$ cat src/rtl/uart_bpsk_endpoint_if.sv
// Host-side bundle of the endpoint: UART byte handshakes and demodulated word.
interface uart_bpsk_endpoint_if #(
    parameter int unsigned DATA_WIDTH = 12
);
    logic                  rx_dv;
    logic [7:0]            rx_byte;
    logic                  tx_dv;
    logic [7:0]            tx_byte;
    logic                  tx_active;
    logic                  tx_done;
    logic [DATA_WIDTH-1:0] q;
    logic                  q_valid;

    // Host side: requests transmissions, consumes received bytes and words.
    modport master (
        output tx_dv, tx_byte,
        input  rx_dv, rx_byte, tx_active, tx_done, q, q_valid
    );

    // Endpoint side.
    modport slave (
        input  tx_dv, tx_byte,
        output rx_dv, rx_byte, tx_active, tx_done, q, q_valid
    );
endinterface

$ cat src/rtl/uart_bpsk_endpoint.sv
// Receive-side endpoint: 8N1 UART RX, 8N1 UART TX and a BPSK symbol demodulator.
// The three datapaths are independent and share only clk and the sync reset.
module uart_bpsk_endpoint #(
    parameter int unsigned CLKS_PER_BIT  = 868,
    parameter int unsigned SAMPLE_NUMBER = 256,
    parameter int unsigned SAMPLE_WIDTH  = 12,
    parameter int unsigned DATA_WIDTH    = 12
) (
    input  logic                             clk,
    input  logic                             arstn,
    input  logic                             rx_serial,
    output logic                             tx_serial,
    input  logic                             en,
    input  logic [SAMPLE_WIDTH-1:0]          signal_in,
    input  logic [SAMPLE_WIDTH-1:0]          sin_in,
    input  logic [SAMPLE_WIDTH-1:0]          neg_sin_in,
    input  logic [$clog2(SAMPLE_NUMBER)-1:0] cnt_in,
    uart_bpsk_endpoint_if.slave              bus
);

    localparam int unsigned CNT_W  = (CLKS_PER_BIT > 1) ? $clog2(CLKS_PER_BIT) : 1;
    localparam int unsigned HALF   = (CLKS_PER_BIT - 1) / 2;
    localparam int unsigned PH_W   = $clog2(SAMPLE_NUMBER);
    localparam int unsigned BC_W   = (DATA_WIDTH > 1) ? $clog2(DATA_WIDTH) : 1;
    localparam int unsigned DIFF_W = SAMPLE_WIDTH + 1;

    localparam logic [CNT_W-1:0] BIT_LAST  = CNT_W'(CLKS_PER_BIT - 1);
    localparam logic [CNT_W-1:0] HALF_LAST = CNT_W'(HALF);
    localparam logic [PH_W-1:0]  PEAK_IDX  = PH_W'(SAMPLE_NUMBER / 4);
    localparam logic [BC_W-1:0]  WORD_LAST = BC_W'(DATA_WIDTH - 1);

    // ------------------------------------------------------------------ UART RX
    typedef enum logic [1:0] {RX_IDLE, RX_START, RX_DATA, RX_STOP} rx_state_t;

    rx_state_t        rx_state, rx_state_nxt;
    logic             rx_meta, rx_sync;
    logic [CNT_W-1:0] rx_cnt, rx_cnt_nxt;
    logic [2:0]       rx_bit, rx_bit_nxt;
    logic [7:0]       rx_shift, rx_shift_nxt;
    logic             rx_dv_r, rx_dv_nxt;
    logic [7:0]       rx_byte_r, rx_byte_nxt;

    // Two-flop synchronizer on the asynchronous serial line.
    always_ff @(posedge clk) begin
        if (arstn) begin
            rx_meta <= 1'b1;
            rx_sync <= 1'b1;
        end else begin
            rx_meta <= rx_serial;
            rx_sync <= rx_meta;
        end
    end

    // RX state and datapath registers.
    always_ff @(posedge clk) begin
        if (arstn) begin
            rx_state  <= RX_IDLE;
            rx_cnt    <= '0;
            rx_bit    <= '0;
            rx_shift  <= '0;
            rx_dv_r   <= 1'b0;
            rx_byte_r <= '0;
        end else begin
            rx_state  <= rx_state_nxt;
            rx_cnt    <= rx_cnt_nxt;
            rx_bit    <= rx_bit_nxt;
            rx_shift  <= rx_shift_nxt;
            rx_dv_r   <= rx_dv_nxt;
            rx_byte_r <= rx_byte_nxt;
        end
    end

    // RX next state: centre on the start bit, then sample once per bit period.
    always_comb begin
        rx_state_nxt = rx_state;
        rx_cnt_nxt   = rx_cnt;
        rx_bit_nxt   = rx_bit;
        rx_shift_nxt = rx_shift;
        rx_dv_nxt    = 1'b0;
        rx_byte_nxt  = rx_byte_r;
        unique case (rx_state)
            RX_IDLE: begin
                rx_cnt_nxt = '0;
                rx_bit_nxt = '0;
                if (!rx_sync) rx_state_nxt = RX_START;
            end
            RX_START: begin
                if (rx_cnt == HALF_LAST) begin
                    rx_cnt_nxt   = '0;
                    rx_state_nxt = rx_sync ? RX_IDLE : RX_DATA;
                end else begin
                    rx_cnt_nxt = rx_cnt + CNT_W'(1);
                end
            end
            RX_DATA: begin
                if (rx_cnt == BIT_LAST) begin
                    rx_cnt_nxt   = '0;
                    rx_shift_nxt = {rx_sync, rx_shift[7:1]};
                    if (rx_bit == 3'd7) begin
                        rx_bit_nxt   = '0;
                        rx_state_nxt = RX_STOP;
                    end else begin
                        rx_bit_nxt = rx_bit + 3'd1;
                    end
                end else begin
                    rx_cnt_nxt = rx_cnt + CNT_W'(1);
                end
            end
            RX_STOP: begin
                if (rx_cnt == BIT_LAST) begin
                    rx_cnt_nxt   = '0;
                    rx_state_nxt = RX_IDLE;
                    if (rx_sync) begin
                        rx_byte_nxt = rx_shift;
                        rx_dv_nxt   = 1'b1;
                    end
                end else begin
                    rx_cnt_nxt = rx_cnt + CNT_W'(1);
                end
            end
            default: rx_state_nxt = RX_IDLE;
        endcase
    end

    assign bus.rx_dv   = rx_dv_r;
    assign bus.rx_byte = rx_byte_r;

    // ------------------------------------------------------------------ UART TX
    typedef enum logic [2:0] {TX_IDLE, TX_START, TX_DATA, TX_STOP, TX_DONE} tx_state_t;

    tx_state_t        tx_state, tx_state_nxt;
    logic [CNT_W-1:0] tx_cnt, tx_cnt_nxt;
    logic [2:0]       tx_bit, tx_bit_nxt;
    logic [7:0]       tx_shift, tx_shift_nxt;
    logic             tx_serial_r, tx_serial_nxt;
    logic             tx_active_r, tx_active_nxt;
    logic             tx_done_r, tx_done_nxt;

    // TX state and line registers.
    always_ff @(posedge clk) begin
        if (arstn) begin
            tx_state    <= TX_IDLE;
            tx_cnt      <= '0;
            tx_bit      <= '0;
            tx_shift    <= '0;
            tx_serial_r <= 1'b1;
            tx_active_r <= 1'b0;
            tx_done_r   <= 1'b0;
        end else begin
            tx_state    <= tx_state_nxt;
            tx_cnt      <= tx_cnt_nxt;
            tx_bit      <= tx_bit_nxt;
            tx_shift    <= tx_shift_nxt;
            tx_serial_r <= tx_serial_nxt;
            tx_active_r <= tx_active_nxt;
            tx_done_r   <= tx_done_nxt;
        end
    end

    // TX next state: the line value for each bit is registered on entry to it.
    always_comb begin
        tx_state_nxt  = tx_state;
        tx_cnt_nxt    = tx_cnt;
        tx_bit_nxt    = tx_bit;
        tx_shift_nxt  = tx_shift;
        tx_serial_nxt = tx_serial_r;
        tx_active_nxt = tx_active_r;
        tx_done_nxt   = 1'b0;
        unique case (tx_state)
            TX_IDLE: begin
                tx_serial_nxt = 1'b1;
                tx_active_nxt = 1'b0;
                tx_cnt_nxt    = '0;
                tx_bit_nxt    = '0;
                if (bus.tx_dv) begin
                    tx_shift_nxt  = bus.tx_byte;
                    tx_serial_nxt = 1'b0;
                    tx_active_nxt = 1'b1;
                    tx_state_nxt  = TX_START;
                end
            end
            TX_START: begin
                if (tx_cnt == BIT_LAST) begin
                    tx_cnt_nxt    = '0;
                    tx_serial_nxt = tx_shift[0];
                    tx_state_nxt  = TX_DATA;
                end else begin
                    tx_cnt_nxt = tx_cnt + CNT_W'(1);
                end
            end
            TX_DATA: begin
                if (tx_cnt == BIT_LAST) begin
                    tx_cnt_nxt = '0;
                    if (tx_bit == 3'd7) begin
                        tx_bit_nxt    = '0;
                        tx_serial_nxt = 1'b1;
                        tx_state_nxt  = TX_STOP;
                    end else begin
                        tx_bit_nxt    = tx_bit + 3'd1;
                        tx_shift_nxt  = {1'b0, tx_shift[7:1]};
                        tx_serial_nxt = tx_shift[1];
                    end
                end else begin
                    tx_cnt_nxt = tx_cnt + CNT_W'(1);
                end
            end
            TX_STOP: begin
                if (tx_cnt == BIT_LAST) begin
                    tx_cnt_nxt    = '0;
                    tx_active_nxt = 1'b0;
                    tx_done_nxt   = 1'b1;
                    tx_state_nxt  = TX_DONE;
                end else begin
                    tx_cnt_nxt = tx_cnt + CNT_W'(1);
                end
            end
            TX_DONE: begin
                tx_serial_nxt = 1'b1;
                tx_state_nxt  = TX_IDLE;
            end
            default: tx_state_nxt = TX_IDLE;
        endcase
    end

    assign tx_serial     = tx_serial_r;
    assign bus.tx_active = tx_active_r;
    assign bus.tx_done   = tx_done_r;

    // ------------------------------------------------------------ BPSK demod
    logic [DIFF_W-1:0]     sig_x, sin_x, neg_x, dp, dn;
    logic                  dm_bit_c;
    logic [DATA_WIDTH-1:0] dm_shift, dm_shift_nxt;
    logic [BC_W-1:0]       dm_cnt, dm_cnt_nxt;
    logic [DATA_WIDTH-1:0] q_r, q_nxt;
    logic                  q_valid_r, q_valid_nxt;

    // Distance of the received sample to each reference; ties favour the sine.
    always_comb begin
        sig_x    = DIFF_W'(signal_in);
        sin_x    = DIFF_W'(sin_in);
        neg_x    = DIFF_W'(neg_sin_in);
        dp       = (sig_x >= sin_x) ? (sig_x - sin_x) : (sin_x - sig_x);
        dn       = (sig_x >= neg_x) ? (sig_x - neg_x) : (neg_x - sig_x);
        dm_bit_c = (dp <= dn);
    end

    // Demodulator next state: one decision per reference period at the sine peak.
    always_comb begin
        dm_shift_nxt = dm_shift;
        dm_cnt_nxt   = dm_cnt;
        q_nxt        = q_r;
        q_valid_nxt  = 1'b0;
        if (en && (cnt_in == PEAK_IDX)) begin
            dm_shift_nxt = {dm_shift[DATA_WIDTH-2:0], dm_bit_c};
            if (dm_cnt == WORD_LAST) begin
                dm_cnt_nxt  = '0;
                q_nxt       = dm_shift_nxt;
                q_valid_nxt = 1'b1;
            end else begin
                dm_cnt_nxt = dm_cnt + BC_W'(1);
            end
        end
    end

    // Demodulator registers.
    always_ff @(posedge clk) begin
        if (arstn) begin
            dm_shift  <= '0;
            dm_cnt    <= '0;
            q_r       <= '0;
            q_valid_r <= 1'b0;
        end else begin
            dm_shift  <= dm_shift_nxt;
            dm_cnt    <= dm_cnt_nxt;
            q_r       <= q_nxt;
            q_valid_r <= q_valid_nxt;
        end
    end

    assign bus.q       = q_r;
    assign bus.q_valid = q_valid_r;

endmodule

$ cat src/flat_wrapper.sv
// flat-port wrapper written by rule: the top's interface ports become plain ports
module uart_bpsk_endpoint_flat 
#(
    parameter int unsigned CLKS_PER_BIT  = 868,
    parameter int unsigned SAMPLE_NUMBER = 256,
    parameter int unsigned SAMPLE_WIDTH  = 12,
    parameter int unsigned DATA_WIDTH    = 12
)
  (clk, arstn, rx_serial, tx_serial, en, signal_in, sin_in, neg_sin_in, cnt_in, bus_tx_dv, bus_tx_byte, bus_rx_dv, bus_rx_byte, bus_tx_active, bus_tx_done, bus_q, bus_q_valid);
  uart_bpsk_endpoint_if #(.DATA_WIDTH(DATA_WIDTH)) bus_i ();
  input  logic clk;
  input  logic arstn;
  input  logic rx_serial;
  output logic tx_serial;
  input  logic en;
  input  logic [SAMPLE_WIDTH-1:0] signal_in;
  input  logic [SAMPLE_WIDTH-1:0] sin_in;
  input  logic [SAMPLE_WIDTH-1:0] neg_sin_in;
  input  logic [$clog2(SAMPLE_NUMBER)-1:0] cnt_in;
  input wire logic [$bits(bus_i.tx_dv)-1:0] bus_tx_dv;
  input wire logic [$bits(bus_i.tx_byte)-1:0] bus_tx_byte;
  output wire logic [$bits(bus_i.rx_dv)-1:0] bus_rx_dv;
  output wire logic [$bits(bus_i.rx_byte)-1:0] bus_rx_byte;
  output wire logic [$bits(bus_i.tx_active)-1:0] bus_tx_active;
  output wire logic [$bits(bus_i.tx_done)-1:0] bus_tx_done;
  output wire logic [$bits(bus_i.q)-1:0] bus_q;
  output wire logic [$bits(bus_i.q_valid)-1:0] bus_q_valid;
  assign bus_i.tx_dv = bus_tx_dv;
  assign bus_i.tx_byte = bus_tx_byte;
  assign bus_rx_dv = bus_i.rx_dv;
  assign bus_rx_byte = bus_i.rx_byte;
  assign bus_tx_active = bus_i.tx_active;
  assign bus_tx_done = bus_i.tx_done;
  assign bus_q = bus_i.q;
  assign bus_q_valid = bus_i.q_valid;
  uart_bpsk_endpoint #(.CLKS_PER_BIT(CLKS_PER_BIT), .SAMPLE_NUMBER(SAMPLE_NUMBER), .SAMPLE_WIDTH(SAMPLE_WIDTH), .DATA_WIDTH(DATA_WIDTH)) u_core (.clk(clk), .arstn(arstn), .rx_serial(rx_serial), .tx_serial(tx_serial), .en(en), .signal_in(signal_in), .sin_in(sin_in), .neg_sin_in(neg_sin_in), .cnt_in(cnt_in), .bus(bus_i));
endmodule
$ cat config.mk
export PLATFORM = sky130hd
export DESIGN_NAME = uart_bpsk_endpoint_flat
export DESIGN_NICKNAME = d
export VERILOG_FILES = /design/src/rtl/uart_bpsk_endpoint_if.sv /design/src/rtl/uart_bpsk_endpoint.sv /design/src/flat_wrapper.sv
export SDC_FILE = /design/constraint.sdc
export NUM_CORES = 1
export LEC_CHECK = 0
export CAP_MARGIN = 20
export CORE_MARGIN = 4
export CORE_UTILIZATION = 58
export DETAILED_ROUTE_END_ITERATION = 8
export PLACE_DENSITY = 0.81
export SLEW_MARGIN = 20
export SYNTH_ARGS = -nofsm -noshare
export SYNTH_HDL_FRONTEND = slang
export SYNTH_SLANG_ARGS = --single-unit
export TNS_END_PERCENT = 20
$ cat constraint.sdc
create_clock -name clk -period 7.9 [get_ports clk]
set_input_delay 0.79 -clock clk [delete_from_list [all_inputs] [get_ports clk]]
set_output_delay 0.79 -clock clk [all_outputs]
set_load 0.01 [all_outputs]
Yosys cells after proc, flatten, opt, wreduce, memory -nomap -nowiden:

Index checks and enable logic that the tools add are counted.
W data, S select, Z words.

* word-level logic and storage cells: 125
* register bits after elaboration: 89
* bits of input ports: 57
* output and inout bits: 25

* reductions and logical operators: 23
* $lt $le $gt $ge: 3
* add/sub/neg operators: 9
* bitwise logic cells: 4
* mux-type cells: 42
* eq/ne operators: 25

Operators by type and width (number)
* $sub A12 B12 Y13: 4
* $mux W10: 3
* $pmux W10 S3: 1
* $mux W3: 9
* $mux W13: 2
* $ge A12 B12 Y1: 2
* $mux W8: 3
* $add A10 B1 Y10 const B: 2
* $eq A10 B10 Y1 const B: 2
* $pmux W10 S2: 1
* $ne A2 B1 Y1 const B: 8
* $pmux W8 S2: 1
* $le A13 B13 Y1: 1
* $mux W2: 6
* $pmux W3 S2: 2
* $pmux W3 S4: 1
* $eq A10 B9 Y1 const B: 1
* $reduce_and A2 Y1: 5
* $reduce_and A5 Y1: 2
* $eq A3 B3 Y1 const B: 3
* $mux W1: 9
* $eq A8 B7 Y1 const B: 1
* $pmux W2 S4: 1
* $reduce_bool A2 Y1: 4
* 20 further kinds: 32

Logic depth before layout (Yosys ltp):

Gate-level depths: netlist (run 1).

* depth in word-level cells: 4
* mapped depth: 19

Worst setup path before layout (run 1):

No wires, ideal clock.

* kind: input-to-reg
* start point: in signal_in[2]
* end point: reg u_core.dm_shift[0]
* stages on the path: 18
* slack: 4075 ps
* path buffers: 2
* library setup time: 78 ps
* arrival time: 3747 ps
* cell sequence: inv_1 -> ha_1 -> buf_6 -> nand3b_2 -> a31oi_1 -> o21bai_2 -> o311ai_4 -> buf_6 -> mux2i_1 -> xnor2_1 -> ha_1 -> a21oi_1 -> nor2b_1 -> o21ai_0 -> a21boi_0 -> o41ai_1 -> nor2_1 -> nor3_1

* longest elaborated chain between the ends: 3

Ends and longest elaborated chain
* start: declaration: line flat_wrapper.sv:16 `input logic [SAMPLE_WIDTH-1:0] signal_in;`
* $sub A12 B12 Y13 (tied with other cells): line uart_bpsk_endpoint.sv:242 `dp = (sig_x >= sin_x) ? (sig_x - sin_x) : (sin_x - sig_x);`
* $mux W13 (on tied branches): line uart_bpsk_endpoint.sv:242, uart_bpsk_endpoint.sv:243
* $le A13 B13 Y1 (*): line uart_bpsk_endpoint.sv:244 `dm_bit_c = (dp <= dn);`
* end signal: assignment: line uart_bpsk_endpoint.sv:273 `dm_shift <= dm_shift_nxt;`
* end: declaration: line uart_bpsk_endpoint.sv:232 `logic [DATA_WIDTH-1:0] dm_shift, dm_shift_nxt;`

Mark *: on every way between the ends. The rest lies on a longest branch, timed or not.
A chain may end at the register's enable or synchronous reset.

Worst setup path after layout (run 1):

* start point: in signal_in[1]
* end point: reg u_core.dm_shift[0]

The elaborated chain is that of the path after synthesis.

==> impl_metrics.json, run 1 <==
{
  "status": "finished, final reports clean",
  "ant_nets": 0,
  "cellLeakagePower_nw": 2.960,
  "start_util_pct": 59.17,
  "reg2reg_slack_ns": 5.65,
  "synth_common_cells": "dfxtp_1, nor2_1, ha_1",
  "ir_drop_mv": 0.1008,
  "rsz0062_at_grt": "no",
  "die_w_um": 110.4,
  "hold_viol": 0,
  "synth_area_leaders": "dfxtp_1, ha_1, mux2i_1",
  "skew_ns": 0.009644,
  "p_int_mw": 0.7604,
  "numPortBuffers": 81,
  "synth_seq_area_share_pct": 29.30,
  "path_clk_slew_ns": 0.09,
  "ys_types": 68,
  "grt_pass1_vias": 5105,
  "power_frac_seq_pct": 42.0,
  "synth_fp_nets": 859,
  "synth.top_cell.area_share_pct": 29.30,
  "insertedDiodeCount": 0,
  "relSlewSlack_pct": 36.94,
  "arrival_ns": 5.16,
  "drive_gt1_share_pct": 4.906,
  "utilization_pct": 69.16,
  "antenna_found_initial": 0,
  "setup_violations": 0,
  "synthCells": 729,
  "gp_congestion": 0.9412,
  "grt_max_degree": 61,
  "placed_area_um2": 6894,
  "crit_path_end_kind": "flop",
  "synth-edff-count": 0,
  "hold_path.class": "reg -> reg",
  "switching_share_pct": 30.44,
  "cts_resized": 0,
  "drt_pass1_iterations": 5,
  "cts-root-buf": "clkbuf_8",
  "drv_slew": 0,
  "wl_per_cell_um": 14.70,
  "synth_seq_cells": 89,
  "cts_sinks": 89,
  "cp.required_ns": 8.18,
  "drc_errors": 0,
  "synthesis.area_um2": 6081,
  "setup_tns_ns": 0,
  "drtIter0Drc": 349,
  "synth-main-ff-cell": "dfxtp_1",
  "cp-start-kind": "input port",
  "syn2layout_area_growth_pct": 16.89,
  "avgSynthCellArea_um2": 8.341,
  "setup_ws_ns": 3.011,
  "worstMarginPinSlew_ns": 0.9432,
  "rr_worst_depth": 8,
  "min_period_ns": 4.889,
  "place_ws_ns": 2.751,
  "p_sw_mw": 0.3328,
  "cts_made_buffers": 9,
  "htree_levels": 3,
  "postCtsSetupRepairBufs": 0,
  "crit_type": "in -> reg",
  "viasPerCell": 5.735,
  "fin_area_um2": 7108,
  "placed_cells": 915,
  "dr_total_vias": 5339,
  "grt-ovfl-total": 0,
  "hold_ws_ns": 0.4149,
  "clockPowerShare_pct": 29.8,
  "finalCritPeriodShare_pct": 61.88,
  "comb_power_share_pct": 28.2,
  "power_mw": 1.093,
  "synth_top_area_cell": "dfxtp_1",
  "core-area_um2": 10280,
  "clock_tree.buffer_depth": 2,
  "yosys_warnings": 0,
  "dpl.hpwl_mm": 10.76,
  "cap_violations": 0,
  "stdcell_count": 931,
  "async_flop_share_pct": 0,
  "grt_pass1_wl_mm": 22.65,
  "yosys.cell_count.top_type": "dfxtp_1",
  "layout.nets": 920,
  "routed_wl_mm": 13.69,
  "cts_hold_buf": 0,
  "fp-row-count": 37,
  "die_h_um": 110.4,
  "io_pins": 82,
  "clk_latency_ns": 0.35,
  "p_per_area_nw_per_um2": 153.8,
  "fp.dieArea_um2": 12190,
  "path_max_fanout": 17,
  "grtUsageTotal_pct": 22.87,
  "fmax_mhz": 204.5,
  "hold_depth": 1,
  "cts_tree": "done"
}
power by group through the flow:
stage          Combinational [mW]  Sequential (mW)  Clock [mW]
3_5_place_dp                0.302            0.470           0
3_3_place_gp                0.293            0.470           0
6_report                    0.308            0.460       0.326
2_1_floorplan               0.222            0.468           0
4_1_cts                     0.305            0.459       0.332
5_1_grt                     0.343            0.461       0.348
critical path: stages:
cell and delay [ns]:
clkdlybuf4s50_1 0.62, inv_1 0.18, ha_1 0.37, nand3b_2 0.11, a31oi_1 0.33, o21bai_2 0.15
o311ai_4 0.68, mux2i_1 0.31, xnor2_1 0.16, ha_1 0.27, a21oi_1 0.15, nor2b_1 0.06
o21ai_0 0.13, a21boi_0 0.12, o41ai_1 0.51, nor2_1 0.07, nor3_1 0.16
layout by cell type, fill, tap and decap left out, types with 9 or more instances in the layout:
cell              n
dfxtp_1          89
nand3_1          13
clkbuf_8         11
a22o_1           13
a21oi_1          67
clkdlybuf4s50_1  80
ha_1             69
nor2_1           84
xnor2_1          23
inv_1            59
xor2_1           14
a21o_1           13
mux2i_1          34
a211oi_1         15
o21bai_1          9
nand4_1          16
nor3_1           14
o21ai_0          19
nand2_1          50
layer usage:
layer  part of all wire, %  routed length [um]  up-vias  global-route usage (%)
met5                     0                   0        -                       0
met4                   1.7                 235        0                   6.684
met1                    45                6134     2464                   29.89
met2                    47                6482      177                   38.60
li1                      -                   -     2675                       -
met3                   6.1                 835       23                   4.135
flip-flops by register name (all words and copies together), names as in the netlist, 3 cells and up, named ones only:
register / count
u_core.rx_cnt: 10
u_core.bus.q: 12
u_core.rx_shift: 8
u_core.dm_cnt: 4
u_core.rx_bit: 3
u_core.tx_state: 3
u_core.tx_bit: 3
u_core.dm_shift: 11
u_core.bus.rx_byte: 8
u_core.tx_shift: 8
u_core.tx_cnt: 10
final cells by class:
type / instances / area, um^2
sequential: 89 / 1782
multi-input combinational: 548 / 3900
inverter: 59 / 221.5
timing repair buffer: 83 / 820.8
clock inverter: 5 / 62.56
clock buffer: 11 / 151.4
tap: 136 / 170.2
fill: 805 / 3169
logic make-up after synthesis:
family | share of synthesized area [%]
flip-flops | 29.30
adder cells (fa/ha/maj) | 15.51
buffers and inverters | 6.564
AND/OR/NAND/NOR | 16.95
multiplexers | 5.967
AO/OA/AOI/OAI | 20.37
XOR/XNOR | 5.329
worst paths after layout:
| path | start | to |
|---|---|---|
| worst min register to register | u_core.rx_meta | u_core.rx_sync |
| worst min-delay path | u_core.rx_meta | u_core.rx_sync |
| worst max-delay path | signal_in[1] | u_core.dm_shift[0] |
| worst max register to register | u_core.tx_cnt[0] | u_core.tx_shift[6] |
Power figures use the tool's default switching activity.
==> run 2, diff against run 1 <==
Settings changed: CORE_UTILIZATION 58 to 51, PLACE_DENSITY 0.81 to 0.75.
Clock period 7.9 ns to 4.3 ns, I/O delays scaled along.
==> impl_metrics.json, run 2 (synthesis results as in run 1) <==
{
  "io_pins": 82,
  "cts_hold_buf": 0,
  "setup_tns_ns": 0,
  "dr_total_vias": 5453,
  "p_per_area_nw_per_um2": 301.0,
  "drt_pass1_iterations": 4,
  "path_max_fanout": 17,
  "crit_top_cell": "a21oi_1",
  "worstReg2RegStart": "u_core.tx_cnt[0]",
  "cap_violations": 0,
  "syn2layout_area_growth_pct": 24.98,
  "clock_tree.buffer_depth": 2,
  "critPathTopFamily": "compound AO/OA/AOI/OAI gates",
  "skew_ns": 0.007924,
  "utilization_pct": 65.71,
  "wl_per_cell_um": 14.74,
  "critPathCapture": "u_core.dm_shift[0]",
  "fmax_mhz": 245.1,
  "reg2reg_slack_ns": 2.06,
  "insertedDiodeCount": 0,
  "rsz0062_at_grt": "no",
  "hold_viol": 0,
  "cellLeakagePower_nw": 3.230,
  "dpl.hpwl_mm": 11.34,
  "gp_congestion": 0.9156,
  "die_w_um": 117.2,
  "htree_levels": 3,
  "crit_cells": 20,
  "ant_nets": 0,
  "drive_gt1_share_pct": 10.98,
  "worstMarginPinSlew_ns": 0.8768,
  "relSlewSlack_pct": 41.33,
  "cts-root-buf": "clkbuf_16",
  "r2r_end": "u_core.tx_shift[5]",
  "finalCritPeriodShare_pct": 94.89,
  "path_clk_slew_ns": 0.07,
  "crit_type": "in -> reg",
  "cp_slowest_stage_delay_ns": 0.47,
  "worst-path-buf-inv": 4,
  "cts_sinks": 89,
  "cp.required_ns": 4.56,
  "antenna_found_initial": 0,
  "drtIter0Drc": 264,
  "fillers": 971,
  "cts_tree": "done",
  "cp-start-kind": "input port",
  "viasPerCell": 5.559,
  "start_util_pct": 52.58,
  "ir_drop_mv": 0.2321,
  "numPortBuffers": 81,
  "fp.dieArea_um2": 13730,
  "grt_pass1_vias": 5246,
  "cts_made_buffers": 9,
  "grt_pass1_wl_mm": 24.12,
  "setup_violations": 0,
  "drc_errors": 0,
  "grt-ovfl-total": 0,
  "layout.nets": 963,
  "crit_chain": "clkdlybuf4s50_1 > inv_1 > ha_1 > a21oi_1 > o211ai_1 > nand3_1 > o311ai_4 > buf_12 > a211oi_1 > a21oi_1 > xor2_1 > ha_1 > a21o_1 > a21o_1 > a21oi_1 > nor2_1 > o41ai_2 > buf_4 > nor2_1 > nor3_1",
  "grt_max_degree": 45,
  "cp_slowest_cell": "clkdlybuf4s50_1",
  "clk_latency_ns": 0.34,
  "min_period_ns": 4.080,
  "die_h_um": 117.2,
  "rr_worst_depth": 8,
  "status": "finished, final reports clean",
  "final_cell_mix": "dfxtp_1, nor2_1, clkdlybuf4s50_1",
  "crit_path_end_kind": "flop",
  "routed_wl_mm": 14.46,
  "drv_slew": 0,
  "largest_register_ffs": 12,
  "layout_commonest_cell": "dfxtp_1",
  "power_mw": 2.287,
  "arrival_ns": 4.34,
  "core-area_um2": 11560,
  "hold_path.class": "reg -> reg",
  "fp-row-count": 39,
  "grtUsageTotal_pct": 21.55,
  "crit_start": "signal_in[6]"
}
==> run 2: cell count changes in the layout (fill, tap and decap cells not counted), moves of 2 or more <==
cell,change
buf_4,+42
clkbuf_8,-10
clkbuf_16,+9
a21oi_1,-3
a21oi_2,+3
clkinv_4,+3
clkinvlp_4,-2
==> run 2: final cells by class <==
type	count	area, um^2	share of cell area (%)
Clock buffer	10	239.0	3.145
Inverter	59	221.5	2.914
Tap cell	143	178.9	2.354
Clock inverter	6	76.32	1.004
Sequential cell	89	1782	23.44
Multi-Input combinational cell	548	3946	51.93
Timing Repair Buffer	126	1156	15.21
==> run 2: layer usage <==
metal	wire length (um)	part of all wire, %	global-route usage [%]	up-vias
li1	-	-	-	2763
met1	6834	47	30.19	2513
met2	6657	46	34.65	165
met3	817	5.7	4.165	12
met4	150	1.0	4.434	0
met5	0	0	0	-
==> run 2: repair_timing <==
item	in CTS	in global routing
endpoints found under the setup margin	0	2
hold endpoints to repair	0	0
gates resized for setup	0	10
setup buffers	0	0
==> run 2: report_power, final <==
group | total (mW) | internal (mW) | switching (mW)
clock | 0.805 | 0.474 | 0.331
sequential | 0.844 | 0.835 | 0.00923
combinational | 0.638 | 0.315 | 0.324
==> run 2: worst register-to-register path: stages, from the launching register on <==
cell	delay (ns)
dfxtp_1	0.42
ha_1	0.29
and4b_1	0.23
nand4_1	0.29
nor2_1	0.18
mux2i_1	0.13
nor2_4	0.30
nor2_1	0.07
a211oi_1	0.24
==> run 2: worst min-delay path by stage <==
stage	from	to	slack [ns]	cells past startpoint
2_1_floorplan	u_core.rx_meta	u_core.rx_sync	0.39	1
3_3_place_gp	u_core.rx_meta	u_core.rx_sync	0.39	1
3_5_place_dp	u_core.rx_meta	u_core.rx_sync	0.39	1
4_1_cts	u_core.rx_meta	u_core.rx_sync	0.41	1
5_1_grt	u_core.rx_meta	u_core.rx_sync	0.42	1
6_report	u_core.rx_meta	u_core.rx_sync	0.41	1
==> run 2: stage by stage <==
stage,setup slack (ns),area (um^2),hold WS [ns],std cells
finish,0.2195,7600,0.4089,981
global route,0.006012,7600,0.4156,981
CTS,0.04932,7553,0.4095,981
detailed placement,-0.2952,7238,0.3933,965
global placement,-0.2286,7238,0.3905,965
floorplan,0.8349,6081,0.3895,729
==> run 3, diff against run 2 <==
Settings changed: CORE_UTILIZATION 51 to 25, PLACE_DENSITY 0.75 to 0.41.
==> impl_metrics.json, run 3 (synthesis results as in run 1) <==
{
  "routed_wl_mm": 16.14,
  "drive_gt1_share_pct": 14.99,
  "cap_violations": 0,
  "viasPerCell": 4.527,
  "wl_per_cell_um": 13.53,
  "grt-ovfl-total": 0,
  "dr_total_vias": 5401,
  "place_ws_ns": -0.2410,
  "placed_area_um2": 7701,
  "cp_slowest_stage_delay_ns": 0.48,
  "worstMarginPinSlew_ns": 0.9289,
  "cp-start-kind": "input port",
  "path_clk_slew_ns": 0.07,
  "rsz0062_at_grt": "no",
  "cp.required_ns": 4.56,
  "setup_violations": 0,
  "htree_levels": 3,
  "drtIter0Drc": 303,
  "crit_top_cell": "buf_4",
  "dpl.hpwl_mm": 12.96,
  "insertedDiodeCount": 0,
  "antenna_found_initial": 0,
  "grt_pass1_vias": 5300,
  "largest_register_ffs": 12,
  "hold_path.class": "reg -> reg",
  "relSlewSlack_pct": 37.94,
  "io_pins": 82,
  "ir_drop_mv": 0.1788,
  "fp.dieArea_um2": 26880,
  "hold_viol": 0,
  "cts_hold_buf": 0,
  "power_mw": 2.291,
  "path_max_fanout": 8,
  "die_h_um": 164.0,
  "numPortBuffers": 81,
  "drv_slew": 0,
  "core-area_um2": 23680,
  "drt_pass1_iterations": 5,
  "fillers": 2530,
  "arrival_ns": 4.26,
  "cts_made_buffers": 9,
  "clock_tree.buffer_depth": 2,
  "grtUsageTotal_pct": 12.19,
  "die_w_um": 164.0,
  "fin_area_um2": 8085,
  "ant_nets": 0,
  "start_util_pct": 25.68,
  "setup_tns_ns": 0,
  "cts_tree": "done",
  "gp_congestion": 0.8087,
  "syn2layout_area_growth_pct": 32.96,
  "crit_type": "in -> reg",
  "layout_commonest_cell": "dfxtp_1",
  "cp_slowest_cell": "clkdlybuf4s50_1",
  "clk_latency_ns": 0.34,
  "crit_chain": "clkdlybuf4s50_1 > inv_1 > buf_4 > ha_1 > nand3_1 > buf_4 > o211ai_2 > buf_4 > mux2i_1 > xnor2_1 > ha_1 > a21o_1 > a21o_1 > a21oi_1 > nor2_1 > o41ai_1 > buf_4 > nor2_1 > nor3_1",
  "p_per_area_nw_per_um2": 283.3,
  "drc_errors": 0,
  "fmax_mhz": 250.5,
  "reg2reg_slack_ns": 1.63,
  "hold_ws_ns": 0.4130,
  "fp-row-count": 56,
  "finalCritPeriodShare_pct": 92.84,
  "min_period_ns": 3.992,
  "skew_ns": 0.01216,
  "grt_pass1_wl_mm": 26.88,
  "cts_sinks": 89,
  "setup_ws_ns": 0.3078,
  "layout.nets": 999,
  "status": "finished, final reports clean",
  "cts-root-buf": "clkbuf_16",
  "final_cell_mix": "dfxtp_1, nor2_1, buf_4",
  "crit_path_end_kind": "flop",
  "cellLeakagePower_nw": 3.403,
  "grt_max_degree": 38
}
[run 3: stage by stage]
step	utilization [%]	cells
after floorplan	-	729
after global placement	32.52	1175
after detailed placement	32.52	1175
after CTS	33.76	1191
after global routing	34.14	1193
final	34.14	1193
[run 3: critical path: cells and delay by family]
family	cells	cell delay (ns)
compound gates	5	1.16
xor+xnor	1	0.17
fa+ha+maj	2	0.58
buf+inv	6	1.27
mux	1	0.22
simple gates	4	0.42
[run 3: area by class of cell]
type | count | area (um^2) | area share [%]
clock buffers | 9 | 225.2 | 2.786
inverters | 59 | 221.5 | 2.739
multi-input cells | 548 | 3973 | 49.13
repair buffers | 162 | 1416 | 17.52
well taps | 319 | 399.1 | 4.937
flip-flops and latches | 89 | 1782 | 22.04
clock inverters | 7 | 68.82 | 0.8511
[run 3: metal layers]
| layer | vias to the layer above | GRT usage (%) | wire length [um] |
|---|---|---|---|
| li1 | 2840 | - | - |
| met1 | 2459 | 18.25 | 8543 |
| met2 | 93 | 18.34 | 6936 |
| met3 | 9 | 2.108 | 540 |
| met4 | 0 | 2.440 | 116 |
| met5 | - | 0 | 0 |
[run 3: report_power, final]
part,total (mW),switching [mW],internal [mW]
clock,0.770,0.359,0.410
combinational,0.677,0.337,0.339
sequential,0.845,0.00987,0.835
[run 3: final timing paths]
| kind | from | to | cells after the start |
|---|---|---|---|
| max reg2reg | u_core.rx_cnt[0] | u_core.rx_shift[0] | 8 |
| min | u_core.rx_meta | u_core.rx_sync | 1 |
| max | signal_in[10] | u_core.dm_shift[0] | 19 |
| min reg2reg | u_core.rx_meta | u_core.rx_sync | 1 |
[run 3: what timing repair did]
action	in CTS	in global routing
endpoints found under the setup margin	0	2
gates resized for setup	0	17
setup buffers	0	2
hold endpoints to repair	0	0
